### src/rtl/mci_arbiter2_pkg.sv
// Shared memory-controller types: request/response records and the client identifier
// used by the two-client arbiter.
package memory_controller_interface;

  localparam int MCI_ADDR_W = 32;
  localparam int MCI_DATA_W = 128;

  typedef enum logic {
    MCI_CLIENT_ICACHE = 1'b0,
    MCI_CLIENT_DCACHE = 1'b1
  } mci_client_t;

  typedef struct packed {
    logic [MCI_ADDR_W-1:0] addr;
    logic [MCI_DATA_W-1:0] data;
    logic                  rw;
    logic                  valid;
  } mci_request_t;

  typedef struct packed {
    logic [MCI_DATA_W-1:0] data;
    logic                  ready;
  } mci_response_t;

  function automatic mci_client_t mci_other(input mci_client_t c);
    return (c == MCI_CLIENT_ICACHE) ? MCI_CLIENT_DCACHE : MCI_CLIENT_ICACHE;
  endfunction

endpackage

### src/rtl/mci_arbiter2_if.sv
// One memory-controller port: request towards the slave, response back to the master.
interface mci_arbiter2_if;
  import memory_controller_interface::*;

  mci_request_t  req;
  mci_response_t res;

  modport master (output req, input res);
  modport slave  (input req, output res);
endinterface

### src/rtl/mci_arbiter2_slot.sv
// Single-entry request holder for one client. A capture coinciding with a clear
// reloads the slot, so a follow-on request issued on the response cycle is never lost.
module mci_req_slot
  import memory_controller_interface::*;
(
  input  logic         clk,
  input  logic         rst,
  input  logic         capture,
  input  logic         clear,
  input  mci_request_t req_in,
  output mci_request_t req_out,
  output logic         pending
);
  logic                  pending_reg;
  logic [MCI_ADDR_W-1:0] addr_reg;
  logic [MCI_DATA_W-1:0] data_reg;
  logic                  rw_reg;
  logic                  load;

  // An overrunning request (slot busy, not being freed) is dropped.
  assign load = capture && (!pending_reg || clear);

  always_ff @(posedge clk or posedge rst) begin
    if (rst) begin
      pending_reg <= 1'b0;
      addr_reg    <= '0;
      data_reg    <= '0;
      rw_reg      <= 1'b0;
    end else begin
      if (load) begin
        addr_reg <= req_in.addr;
        data_reg <= req_in.data;
        rw_reg   <= req_in.rw;
      end
      pending_reg <= load || (pending_reg && !clear);
    end
  end

  assign pending = pending_reg;
  assign req_out = '{addr: addr_reg, data: data_reg, rw: rw_reg, valid: pending_reg};

  a_no_overrun: assert property (@(posedge clk) disable iff (rst)
    !(capture && pending_reg && !clear))
    else $error("mci_req_slot: request while slot busy, dropped");

  a_capture_valid: assert property (@(posedge clk) disable iff (rst)
    capture |-> req_in.valid)
    else $error("mci_req_slot: capture without valid request");
endmodule

### src/rtl/mci_arbiter2.sv
// Round-robin arbiter: icache (c0) and dcache (c1) share one memory-controller port,
// one transaction outstanding. Define MCI_ARB_BYPASS_EN to let an idle arbiter forward
// a fresh request to memory in the same cycle instead of issuing it from the slot.
module mci_arbiter2
  import memory_controller_interface::*;
#(
  parameter mci_client_t FIRST_GRANT = MCI_CLIENT_DCACHE
) (
  input logic            clk,
  input logic            rst,
  mci_arbiter2_if.slave  c0,
  mci_arbiter2_if.slave  c1,
  mci_arbiter2_if.master mem
);
  typedef enum logic {IDLE = 1'b0, WAIT = 1'b1} arb_state_t;

  arb_state_t   state_reg, state_next;
  mci_client_t  grant_reg, grant_next;
  mci_client_t  last_grant_reg, last_grant_next;
  mci_client_t  winner;
  mci_request_t client_req [2];
  mci_request_t slot_req [2];
  mci_request_t sel_req, mem_out;
  logic         slot_pending [2];
  logic         slot_clear [2];
  logic         cand [2];
  logic         resp_fire;

  assign client_req[0] = c0.req;
  assign client_req[1] = c1.req;
  assign resp_fire     = (state_reg == WAIT) && mem.res.ready;

  genvar gi;
  generate
    for (gi = 0; gi < 2; gi++) begin : g_client
      assign slot_clear[gi] = resp_fire &&
        (grant_reg == ((gi == 1) ? MCI_CLIENT_DCACHE : MCI_CLIENT_ICACHE));
`ifdef MCI_ARB_BYPASS_EN
      assign cand[gi] = slot_pending[gi] || client_req[gi].valid;
`else
      assign cand[gi] = slot_pending[gi];
`endif
      mci_req_slot u_slot (
        .clk     (clk),
        .rst     (rst),
        .capture (client_req[gi].valid),
        .clear   (slot_clear[gi]),
        .req_in  (client_req[gi]),
        .req_out (slot_req[gi]),
        .pending (slot_pending[gi])
      );
    end
  endgenerate

  always_comb begin
    if (cand[0] && cand[1]) winner = mci_other(last_grant_reg);
    else if (cand[1])       winner = MCI_CLIENT_DCACHE;
    else                    winner = MCI_CLIENT_ICACHE;
  end

  always_comb begin
    sel_req = (winner == MCI_CLIENT_DCACHE) ? slot_req[1] : slot_req[0];
`ifdef MCI_ARB_BYPASS_EN
    // Empty slot but a live request: forward the client's bus directly.
    if (winner == MCI_CLIENT_DCACHE && !slot_pending[1]) sel_req = client_req[1];
    if (winner == MCI_CLIENT_ICACHE && !slot_pending[0]) sel_req = client_req[0];
`endif
  end

  always_comb begin
    state_next      = state_reg;
    grant_next      = grant_reg;
    last_grant_next = last_grant_reg;
    mem_out         = '0;
    case (state_reg)
      IDLE: begin
        if (cand[0] || cand[1]) begin
          mem_out       = sel_req;
          mem_out.valid = 1'b1;
          grant_next    = winner;
          state_next    = WAIT;
        end
      end
      WAIT: begin
        mem_out       = (grant_reg == MCI_CLIENT_DCACHE) ? slot_req[1] : slot_req[0];
        mem_out.valid = 1'b0;
        if (mem.res.ready) begin
          last_grant_next = grant_reg;
          state_next      = IDLE;
        end
      end
      default: state_next = IDLE;
    endcase
  end

  always_ff @(posedge clk or posedge rst) begin
    if (rst) begin
      state_reg      <= IDLE;
      grant_reg      <= MCI_CLIENT_ICACHE;
      last_grant_reg <= mci_other(FIRST_GRANT);
    end else begin
      state_reg      <= state_next;
      grant_reg      <= grant_next;
      last_grant_reg <= last_grant_next;
    end
  end

  assign mem.req = mem_out;
  assign c0.res  = '{data: mem.res.data, ready: resp_fire && (grant_reg == MCI_CLIENT_ICACHE)};
  assign c1.res  = '{data: mem.res.data, ready: resp_fire && (grant_reg == MCI_CLIENT_DCACHE)};
endmodule
### src/flat_wrapper.sv
// flat-port wrapper written by rule: the top's interface ports become plain ports
module mci_arbiter2_flat import memory_controller_interface::*;
#(
  parameter mci_client_t FIRST_GRANT = MCI_CLIENT_DCACHE
)
  (clk, rst, c0_req, c0_res, c1_req, c1_res, mem_req, mem_res);
  mci_arbiter2_if c0_i ();
  mci_arbiter2_if c1_i ();
  mci_arbiter2_if mem_i ();
  input logic clk;
  input logic rst;
  input wire logic [$bits(c0_i.req)-1:0] c0_req;
  output wire logic [$bits(c0_i.res)-1:0] c0_res;
  input wire logic [$bits(c1_i.req)-1:0] c1_req;
  output wire logic [$bits(c1_i.res)-1:0] c1_res;
  output wire logic [$bits(mem_i.req)-1:0] mem_req;
  input wire logic [$bits(mem_i.res)-1:0] mem_res;
  assign c0_i.req = c0_req;
  assign c0_res = c0_i.res;
  assign c1_i.req = c1_req;
  assign c1_res = c1_i.res;
  assign mem_req = mem_i.req;
  assign mem_i.res = mem_res;
  mci_arbiter2 #(.FIRST_GRANT(FIRST_GRANT)) u_core (.clk(clk), .rst(rst), .c0(c0_i), .c1(c1_i), .mem(mem_i));
endmodule
### config.mk
export PLATFORM = sky130hd
export DESIGN_NAME = mci_arbiter2_flat
export DESIGN_NICKNAME = d
export VERILOG_FILES = /design/src/rtl/mci_arbiter2_pkg.sv /design/src/rtl/mci_arbiter2_if.sv /design/src/rtl/mci_arbiter2_slot.sv /design/src/rtl/mci_arbiter2.sv /design/src/flat_wrapper.sv
export SDC_FILE = /design/constraint.sdc
export NUM_CORES = 1
export LEC_CHECK = 0
export CORE_AREA = 2 2 340 342
export CTS_CLUSTER_DIAMETER = 150
export DETAILED_ROUTE_END_ITERATION = 6
export DIE_AREA = 0 0 342 344
export PLACE_DENSITY = 0.39
export SKIP_CTS_REPAIR_TIMING = 1
export SLEW_MARGIN = 20
export SYNTH_ARGS = -nofsm -noshare
export SYNTH_HDL_FRONTEND = slang
export SYNTH_SLANG_ARGS = --single-unit
export TNS_END_PERCENT = 30
### constraint.sdc
create_clock -name clk -period 17.99 [get_ports clk]
set_input_delay 4.4975 -clock clk [delete_from_list [all_inputs] [get_ports clk]]
set_output_delay 4.4975 -clock clk [all_outputs]
set_load 0.02 [all_outputs]
==> results.md, run 1 <==
- Worst hold path type: reg2reg
- Psw: 0.00131 W
- Status: complete, no violations
- Post-placement cell area: 20300 um2
- GRT Resource Usage Total: 0.118
- Power per cell area: between 150 and 200 nW/um2
- Largest net degree at the start of global routing: between 90 and 100
- Max stage delay cell, worst path: clkdlybuf4s50_1
- Number of fill cells: 12300
- Clock power frac: 0.246
- Drt drc: 0
- TritonCTS clock tree: done
- Cts bufs inserted: 44
- Leakage: 8.52 nW
- Critical path, cell by cell: clkdlybuf4s50_1 > nand3b_1 > inv_1 > clkdlybuf4s50_1
- Max Cap Violations: 0
- Die W: between 300 and 400 um
- Cell area after layout: approximately 22000 um2
- Skew final: around 0.054 ns
- Clock sink total: 327
- WS Path Type: in2out
- GR Overflow Total: 0
- Router iterations before antenna repair: 5
- Crit path largest cell delay: 0.62 ns
- Sequential share of the synthesized area: 0.519
- Area occupied by registers: around 8200 um2
- Syn avg cell area: around 14 um2
- CP Launch Type: input pin
- Multi-input gate area in the final layout: 5200 um2
- CP top delay family: buffers and inverters
- Final min period: approximately 10 ns
- H-tree depth: 2
- Vias in the first global route: approximately 11000
- First-pass GRT wire length: ~97000 um
- Via count: 10300
- Post-DP HPWL: approximately 56000 um
- P_int: between 0.002 and 0.0025 W
- 1st-iter DRT viols: between 300 and 400
- Nets: around 1800
- Area Growth Syn to Fin: 38.6%
- Unique masters post-synth: 21
- FP Rows: between 100 and 150
- Die Area: ~120000 um2
- Final hold slack: 0.480 ns
- Comb pwr share: 0.417
- Post-Route Setup TNS: 0 ns
- Worst-path maximum fanout: 3
- Total core area: between 100000 and 150000 um2
- Final wirelength: 72400 um
- Worst VDD drop: 0.0814 mV
- Crit share post-route: 0.581
- Number of flip-flops under the largest register name: 256
- Met3 Use GR: 0.0933
- Clock latency on the worst-skew pair: between 0.6 and 0.7 ns
- Initial antenna violation count: 13
- Crit path DAT: between 5 and 6 ns
- Worst path bufs/invs: 3
- Layout cells sized above 1: 0.165
- Die height: 344 um
- Routed Antenna Nets: 0
- GRT busiest layer: met2
- Syn Inst Count: approximately 1200
- Clock-pin slew on the worst setup and hold paths: approximately 0.05 ns
- Syn Nets: approximately 1600
- Vias/cell: between 3 and 4
- FF+latch count, synth: 327
- Initial Utilization: 0.138
- Switching share of power: 0.353
- Root cell of the clock tree: clkbuf_16
- RePlAce Congestion: about 0.82
- Pins Over Slew Limit: 0
- Synth top area share: 0.519
- GR Util met1: 0.110
- Area leader, netlist: dfrtp_1
- Critical path required time: roughly 13 ns
- Tightest Pin Transition: roughly 0.94 ns
- RSZ-0062 raised after global routing: no
- IO Port Bufs: just under 500
- Worst setup EP type: output pin
- Met2 Use GR: 0.195
- Most used cell, CP: clkdlybuf4s50_1
- Ports: between 800 and 900
- Post-synthesis cell area: approximately 16000 um2
- Final Hold Vio Count: 0
- Slew headroom: 0.372
- Wirelength per Cell: ~25 um
- Maximum buffer depth of the clock tree: 3
- Ys Warns: 0
- Final setup fails: 0
- Sequential power share: 0.337
- Synth area leaders: dfrtp_1 52%, mux2_1 13%, buf_4 12%, mux2_2 10%, a22o_1 8.9%
- Max Clock Freq: around 96 MHz
==> power groups by stage <==
stage / combinational [W] / sequential [W] / clock [W]
after floorplan: 0.000956 / 0.00121 / 0
after global placement: 0.00158 / 0.00125 / 0
after detailed placement: 0.00158 / 0.00127 / 0
after CTS: 0.00160 / 0.00126 / 0.000954
after global routing: 0.00166 / 0.00130 / 0.000987
final: 0.00155 / 0.00126 / 0.000915
==> cells in the final DEF, fill, tap and decap left out, drive strengths merged, types with 2 or more instances in the layout <==
master | synthesis | final
clkdlybuf4s50 | 0 | 490
dfrtp | 327 | 327
mux2 | 322 | 322
a22o | 161 | 161
clkbuf | 15 | 64
buf | 314 | 16
clkinv | 0 | 8
inv | 4 | 8
nand2 | 4 | 4
bufinv | 0 | 4
a21o | 3 | 3
a21boi | 3 | 3
nor2 | 2 | 2
clkinvlp | 0 | 2
==> metrics by stage <==
stage / power [W] / instances / util / setup WS (ns)
final: 0.00372 / 2934 / 0.192 / 7.54
after global routing: 0.00394 / 2933 / 0.192 / 7.47
after CTS: 0.00381 / 2933 / 0.192 / 7.52
after detailed placement: 0.00285 / 2851 / 0.179 / 7.53
after global placement: 0.00283 / 2851 / 0.179 / 7.52
after floorplan: 0.00216 / 1162 / - / 4.44
==> path summary, 6_finish.rpt <==
path / start / end / slack [ns] / depth (start not counted)
worst max register to register: u_core.state_reg / u_core.g_client[1].u_slot.data_reg[17] / 14.50 / 5
min in group asynchronous: rst / u_core.g_client[1].u_slot.data_reg[64] / 4.36 / 2
worst max-delay path: mem_res[0] / c0_res[0] / 7.54 / 4
max in group asynchronous: rst / u_core.g_client[1].u_slot.data_reg[24] / 11.31 / 4
worst min-delay path: u_core.g_client[0].u_slot.data_reg[2] / u_core.g_client[0].u_slot.data_reg[2] / 0.48 / 1
worst min register to register: u_core.g_client[0].u_slot.data_reg[2] / u_core.g_client[0].u_slot.data_reg[2] / 0.48 / 1
==> cell families (layout without fill, tap and decap cells) <==
kind of cell | after synthesis | in the layout | share of synthesized area
DFF | 327 | 327 | 0.519
and+or+nand+nor | 10 | 10 | 0.00333
AOI/OAI and AO/OA | 170 | 170 | 0.0943
muxes | 322 | 322 | 0.230
other | 0 | 1 | 0
buffers and inverters | 333 | 592 | 0.153
==> layer usage <==
| layer | up-vias | wire length, um |
|---|---|---|
| li1 | 4339 | - |
| met4 | 32 | 1960 |
| met1 | 5025 | 22900 |
| met2 | 765 | 34200 |
| met5 | - | 390 |
| met3 | 110 | 12800 |
==> cell usage after synthesis <==
library cell / count
dfrtp_1: 327
buf_4: 259
mux2_1: 180
a22o_1: 161
mux2_2: 142
buf_2: 35
buf_6: 20
clkbuf_1: 15
inv_1: 4
nand2_1: 4
a21o_1: 3
a21boi_1: 2
nor2_1: 2
a21bo_1: 1
a21boi_0: 1
nand2b_1: 1
nand3_2: 1
nand3b_1: 1
nor2b_1: 1
o21ai_2: 1
o22ai_2: 1
==> cell type report <==
class                   count  area share
clock buffers              64      0.0579
repair buffers            506       0.231
clock inverters            18      0.0113
diodes                      1    0.000115
multi-input cells         502       0.238
inverters                   4     0.00103
flip-flops and latches    327       0.374
well taps                1512      0.0866
Power figures use the tool's default switching activity.
==> run 2, diff against run 1 <==
Clock period 17.99 ns to 10.3 ns, I/O delays scaled along.
==> run 2 against run 1 <==
Against the previous run:
- critical path depth stayed put
- die area unchanged
- routed wire length rose by 2.8%
- sequential share of layout area is essentially flat
- combinational power is 75% higher
- clock power increased by 72%
- critical endpoint unchanged
- final area about the same
- global-route usage up 0.37 points
- final cell count hardly changed
- flip-flop and latch count is the same
- non-clock buffer count is 1 higher
==> results.md, run 2 (synthesis gave the netlist of run 1 again) <==
- Worst-path maximum fanout: 3 (unchanged)
- Vias/cell: 3.51 (+0.17%)
- Wirelength per Cell: 25.3 um (+2.7%)
- Clock-pin slew on the worst setup and hold paths: 0.05 ns (about the same)
- Cts bufs inserted: 45 (+2.3%)
- First-pass GRT wire length: 99600 um (+2.9%)
- Total core area: 114000 um2 (unchanged)
- Clock power frac: 0.242 (-0.004)
- Switching share of power: 0.356 (+0.00216)
- Final min period: 6.59 ns
- CP top delay family: buffers and inverters
- Clock latency on the worst-skew pair: 0.59 ns (-0.02 ns)
- P_int: 0.00419 W (+74%)
- Crit path largest cell delay: 0.61 ns (about the same)
- Layout cells sized above 1: 0.164 (-0.00129)
- Worst path bufs/invs: 3 (unchanged)
- Max stage delay cell, worst path: clkdlybuf4s50_1
- Clock sink total: 327 (unchanged)
- Power per cell area: 297 nW/um2 (+74%)
- Most common cell after layout, fill and taps aside: clkdlybuf4s50_1
- GR Overflow Total: 0 (unchanged)
- Final wirelength: 74400 um (+2.8%)
- Number of flip-flops under the largest register name: 256 (unchanged)
- Commonest non-fill, non-tap cells in the layout: 490 x clkdlybuf4s50_1, 327 x dfrtp_1, 180 x mux2_1
- Ports: 875 (unchanged)
- Routed Antenna Nets: 0 (unchanged)
- Initial Utilization: 0.138 (unchanged)
- Vias in the first global route: 11600 (+2.2%)
- Drt drc: 0 (unchanged)
- Total Power: 0.00649 W (+75%)
- Max Clock Freq: 152 MHz
- Critical path origin: mem_res[0]
- Status: complete, no violations
- Die height: 344 um (unchanged)
- 1st-iter DRT viols: 303 (-18%)
- TritonCTS clock tree: done
- R2R Setup Slk: 7.21 ns (-7.29 ns)
- Maximum buffer depth of the clock tree: 3 (unchanged)
- Slew headroom: 0.347 (-0.0250)
- Hold Crit Start: u_core.g_client[0].u_slot.data_reg[37]
- Die W: 342 um (unchanged)
- RePlAce Congestion: 0.834 (+1.9%)
- Number of cells on the worst hold path: 1 (unchanged)
- Final setup fails: 0 (unchanged)
- Crit share post-route: 0.639
- Post-DP HPWL: 57900 um (+3.0%)
- Post-Route Setup TNS: 0 ns (unchanged)
- Final Hold Vio Count: 0 (unchanged)
- Setup slack after layout: 3.71 ns (-3.83 ns)
- IO Port Bufs: 490 (unchanged)
- Pins Over Slew Limit: 0 (unchanged)
- Final hold slack: 0.485 ns (+0.00519 ns)
- Leakage: 8.51 nW (-0.12%)
- FP Rows: 124 (unchanged)
- Placed Cells: 2851 (unchanged)
- Root cell of the clock tree: clkbuf_16
- Area Growth Syn to Fin: 38.8% (about the same)
- R2R Path Start: u_core.state_reg
- H-tree depth: 2 (unchanged)
- Router iterations before antenna repair: 4 (-1)
- Via count: 10300 (+0.23%)
- RSZ-0062 raised after global routing: no
- Max Cap Violations: 0 (unchanged)
- WS Path Type: in2out
- Initial antenna violation count: 17 (+4)
- Crit path DAT: 4.01 ns (-1.94 ns)
- Reg-to-Reg End: u_core.g_client[1].u_slot.addr_reg[28]
- Sequential power share: 0.339 (+0.002)
- Die Area: 118000 um2 (unchanged)
- Psw: 0.00231 W (+76%)
- Hold Crit Endpoint: u_core.g_client[0].u_slot.data_reg[37]
- Nets: 1842 (+0.11%)
- CP Launch Type: input pin
- GRT Resource Usage Total: 0.121 (+0.00367)
- Worst hold path type: reg2reg
- Comb pwr share: 0.419 (+0.002)
- Most used cell, CP: clkdlybuf4s50_1
- Tightest Pin Transition: 0.980 ns (+0.0375 ns)
- Critical path, cell by cell: clkdlybuf4s50_1 > nand3b_1 > inv_1 > clkdlybuf4s50_1
- Skew final: 0.0277 ns (-0.0268 ns)
- Worst VDD drop: 0.123 mV (+51%)
- Largest net degree at the start of global routing: 145 (+46%)
- Worst setup EP type: output pin
- Setup WS pre-CTS: 3.71 ns (-3.82 ns)
- Final cell count without fillers: 2936 (+0.068%)
- Critical path required time: 7.73 ns (-5.76 ns)
- Cells on worst reg2reg path: 5 (unchanged)
[run 2: power by group through the flow]
stage,Sequential [W],Clock [W],Combinational (W)
after floorplan,0.00211,0,0.00167
after global placement,0.00220,0,0.00274
after detailed placement,0.00222,0,0.00276
after CTS,0.00220,0.00165,0.00278
after global routing,0.00228,0.00170,0.00290
final,0.00220,0.00157,0.00272
[run 2: per-layer routing]
layer / track usage / part of all wire / vias up
li1: - / - / 4348
met1: 0.115 / 0.32 / 5018
met2: 0.201 / 0.47 / 780
met3: 0.0929 / 0.17 / 115
met4: 0.0394 / 0.031 / 34
met5: 0.00521 / 0.0037 / -
[run 2: area by class of cell]
| type | count | area, um2 |
|---|---|---|
| inverters | 4 | 18.8 |
| well taps | 1512 | 1890 |
| multi-input cells | 502 | 5200 |
| repair buffers | 507 | 5100 |
| fillers | 12300 | 92000 |
| flip-flops and latches | 327 | 8180 |
| clock buffers | 63 | 1260 |
| diodes | 4 | 10.0 |
| clock inverters | 17 | 200 |
[run 2: worst register-to-register path, delay by kind of cell (launching register included)]
| family | cells | cell delay [ns] |
|---|---|---|
| multiplexers | 1 | 0.53 |
| AO/OA/AOI/OAI | 1 | 0.40 |
| AND/OR/NAND/NOR | 1 | 0.20 |
| flip-flops | 1 | 0.52 |
| buffers and inverters | 2 | 1.34 |
[run 2: how the worst max path moves through the flow]
stage / to / slack (ns) / cells past startpoint
global route: mem_req[17] / 3.60 / 7
global placement: c0_res[0] / 3.69 / 4
CTS: mem_req[17] / 3.30 / 6
detailed placement: c0_res[0] / 3.71 / 4
floorplan: u_core.g_client[0].u_slot.addr_reg[0] / 3.36 / 1
finish: c0_res[0] / 3.71 / 4
[run 2: stage by stage]
stage / util / area, um2
after floorplan: - / 15800
after global placement: 0.179 / 20400
after detailed placement: 0.179 / 20400
after CTS: 0.192 / 21800
after global routing: 0.192 / 21900
final: 0.192 / 21900
==> run 3, diff against run 2 <==
Settings changed: PLACE_DENSITY 0.39 to 0.4.
Clock period 10.3 ns to 5.5 ns, I/O delays scaled along.
==> run 3 against run 2 <==
Against the previous run:
- critical path depth is 1 higher
- first-iteration DRC count is 11% higher
- count of clock-buffer cells in the layout is 2 higher
- via count is 0.30% higher
- flip-flop and latch count stayed put
- clock power is 87% higher
- power is 87% higher
- clock skew is 0.0045 ns higher
- utilization is 0.10 points higher
- combinational power is 87% higher
- non-clock buffer count is 6 higher
- sequential share of layout area is 0.19 points lower
- critical endpoint is now mem_req[63]
==> results.md, run 3 (synthesis gave the netlist of run 1 again) <==
- Status: complete, no violations
- Routed Antenna Nets: 0 (unchanged)
- Power per cell area: 552 nW/um2 (+86%)
- WS Path Type: reg2out
- Post-placement cell area: 20500 um2 (+0.63%)
- Worst-path maximum fanout: 85 (+82)
- H-tree depth: 2 (unchanged)
- R2R Path Start: u_core.state_reg
- TritonCTS clock tree: done
- Post-Route Setup TNS: 0 ns (unchanged)
- Cts bufs inserted: 44 (-2.2%)
- Final setup fails: 0 (unchanged)
- Layout cells sized above 1: 0.169 (+0.00516)
- Initial Utilization: 0.138 (unchanged)
- Critical path origin: u_core.g_client[1].u_slot.pending
- Final min period: approximately 4.8 ns
- Clock latency on the worst-skew pair: 0.60 ns (about the same)
- Vias in the first global route: 11600 (-0.71%)
- Router iterations before antenna repair: 4 (unchanged)
- Worst hold path type: reg2reg
- GRT Resource Usage Total: 0.121 (-0.000603)
- Largest net degree at the start of global routing: 105 (-28%)
- IO Port Bufs: 490 (unchanged)
- Total Power: 0.0121 W (+87%)
- Switching share of power: 0.352 (-0.00321)
- Ports: 875 (unchanged)
- Vias/cell: 3.51 (+0.16%)
- Crit path DAT: 3.40 ns (-0.61 ns)
- Root cell of the clock tree: clkbuf_16
- Slew headroom: 0.476 (+0.129)
- Nets: 1847 (+0.27%)
- RSZ-0062 raised after global routing: no
- Number of fill cells: 12300 (unchanged)
- Highest metal used: met5
- Via count: 10300 (+0.30%)
- Die W: 342 um (unchanged)
- Wirelength per Cell: 25.1 um (-0.81%)
- Commonest non-fill, non-tap cells in the layout: 490 x clkdlybuf4s50_1, 327 x dfrtp_1, 180 x mux2_1
- Layout Utilization: 0.193 (+0.00100)
- Final Hold Vio Count: 0 (unchanged)
- Maximum buffer depth of the clock tree: 3 (unchanged)
- 1st-iter DRT viols: 336 (+11%)
- Clock-pin slew on the worst setup and hold paths: 0.06 ns (about the same)
- Total core area: 114000 um2 (unchanged)
- Drt drc: 0 (unchanged)
- First-pass GRT wire length: 99200 um (-0.45%)
- Cell area after layout: 22000 um2 (+0.52%)
- Crit share post-route: 0.867
- Clock sink total: 327 (unchanged)
- Max Cap Violations: 0 (unchanged)
- Tightest Pin Transition: 0.785 ns (-0.195 ns)
- Worst VDD drop: 0.301 mV (+140%)
- Multi-input gate area in the final layout: 5200 um2 (unchanged)
- GR Overflow Total: 0 (unchanged)
- Skew final: 0.0322 ns (+0.00454 ns)
- Final wirelength: 73900 um (-0.68%)
- Hold Crit Start: u_core.g_client[0].u_slot.addr_reg[8]
- Clock power frac: 0.241 (about the same)
- Leakage: 8.58 nW (+0.77%)
- Setup slack after layout: 0.730 ns (-2.98 ns)
- Area occupied by registers: 8180 um2 (unchanged)
- Most common cell after layout, fill and taps aside: clkdlybuf4s50_1
- Die Area: 118000 um2 (unchanged)
- Initial antenna violation count: 11 (-6)
- Met1 WL: 23600 um (-2.1%)
- FP Rows: 124 (unchanged)
- RePlAce Congestion: 0.859 (+3.0%)
- Critical path required time: 4.12 ns (-3.61 ns)
- CP Launch Type: flip-flop
- Psw: 0.00428 W (+85%)
- Area Growth Syn to Fin: 39.5%
- Pins Over Slew Limit: 0 (unchanged)
- Die height: 344 um (unchanged)
- Setup WS pre-CTS: 1.30 ns (-2.41 ns)
- Sequential power share: 0.340 (about the same)
- P_int: 0.00786 W (+88%)
- Routed length on met2: 36200 um (+3.4%)
- Worst setup EP type: output pin
- Post-DP HPWL: 57700 um (-0.35%)
- Number of flip-flops under the largest register name: 256 (unchanged)
- Comb pwr share: 0.419 (about the same)
- Met3 WL: 12500 um (-1.4%)
- Max Clock Freq: 210 MHz
==> run 3: final timing paths <==
check	to	slack, ns	depth (start not counted)
worst min register to register	u_core.g_client[0].u_slot.addr_reg[8]	0.48	1
worst min-delay path	u_core.g_client[0].u_slot.addr_reg[8]	0.48	1
worst max-delay path	mem_req[63]	0.73	5
min in group asynchronous	u_core.g_client[0].u_slot.pending	1.26	2
max in group asynchronous	u_core.g_client[1].u_slot.data_reg[10]	3.18	3
worst max register to register	u_core.g_client[1].u_slot.data_reg[107]	3.12	4
==> run 3: power groups by stage <==
stage                     combinational (W)  sequential, W  clock [W]
after floorplan                     0.00313        0.00394          0
after global placement              0.00514        0.00413          0
after detailed placement            0.00515        0.00417          0
after CTS                           0.00521        0.00413    0.00306
after global routing                0.00542        0.00427    0.00315
final                               0.00508        0.00413    0.00293
==> run 3: metal layers <==
metal | global-route usage | up-vias
li1 | - | 4360
met1 | 0.116 | 5064
met2 | 0.207 | 782
met3 | 0.0879 | 94
met4 | 0.0230 | 26
met5 | 0.0140 | -
==> run 3: area by class of cell <==
cell class,instances,area share
sequential,327,0.372
clock buffer,65,0.0601
tap,1512,0.0860
clock inverter,13,0.00717
antenna,4,0.000455
inverter,4,0.000854
timing repair buffer,513,0.237
multi-input combinational,502,0.237
==> run 3: through the flow <==
step | instances | hold WS (ns)
after floorplan | 1162 | 0.459
after global placement | 2858 | 0.468
after detailed placement | 2858 | 0.475
after CTS | 2936 | 0.488
after global routing | 2936 | 0.494
final | 2940 | 0.482
==> run 3: critical path, stage by stage (launching register included) <==
cell and delay [ns]:
dfrtp_1 0.44, a21bo_1 0.26, o21ai_4 0.19, buf_12 0.34
a22o_1 0.62, clkdlybuf4s50_1 0.72
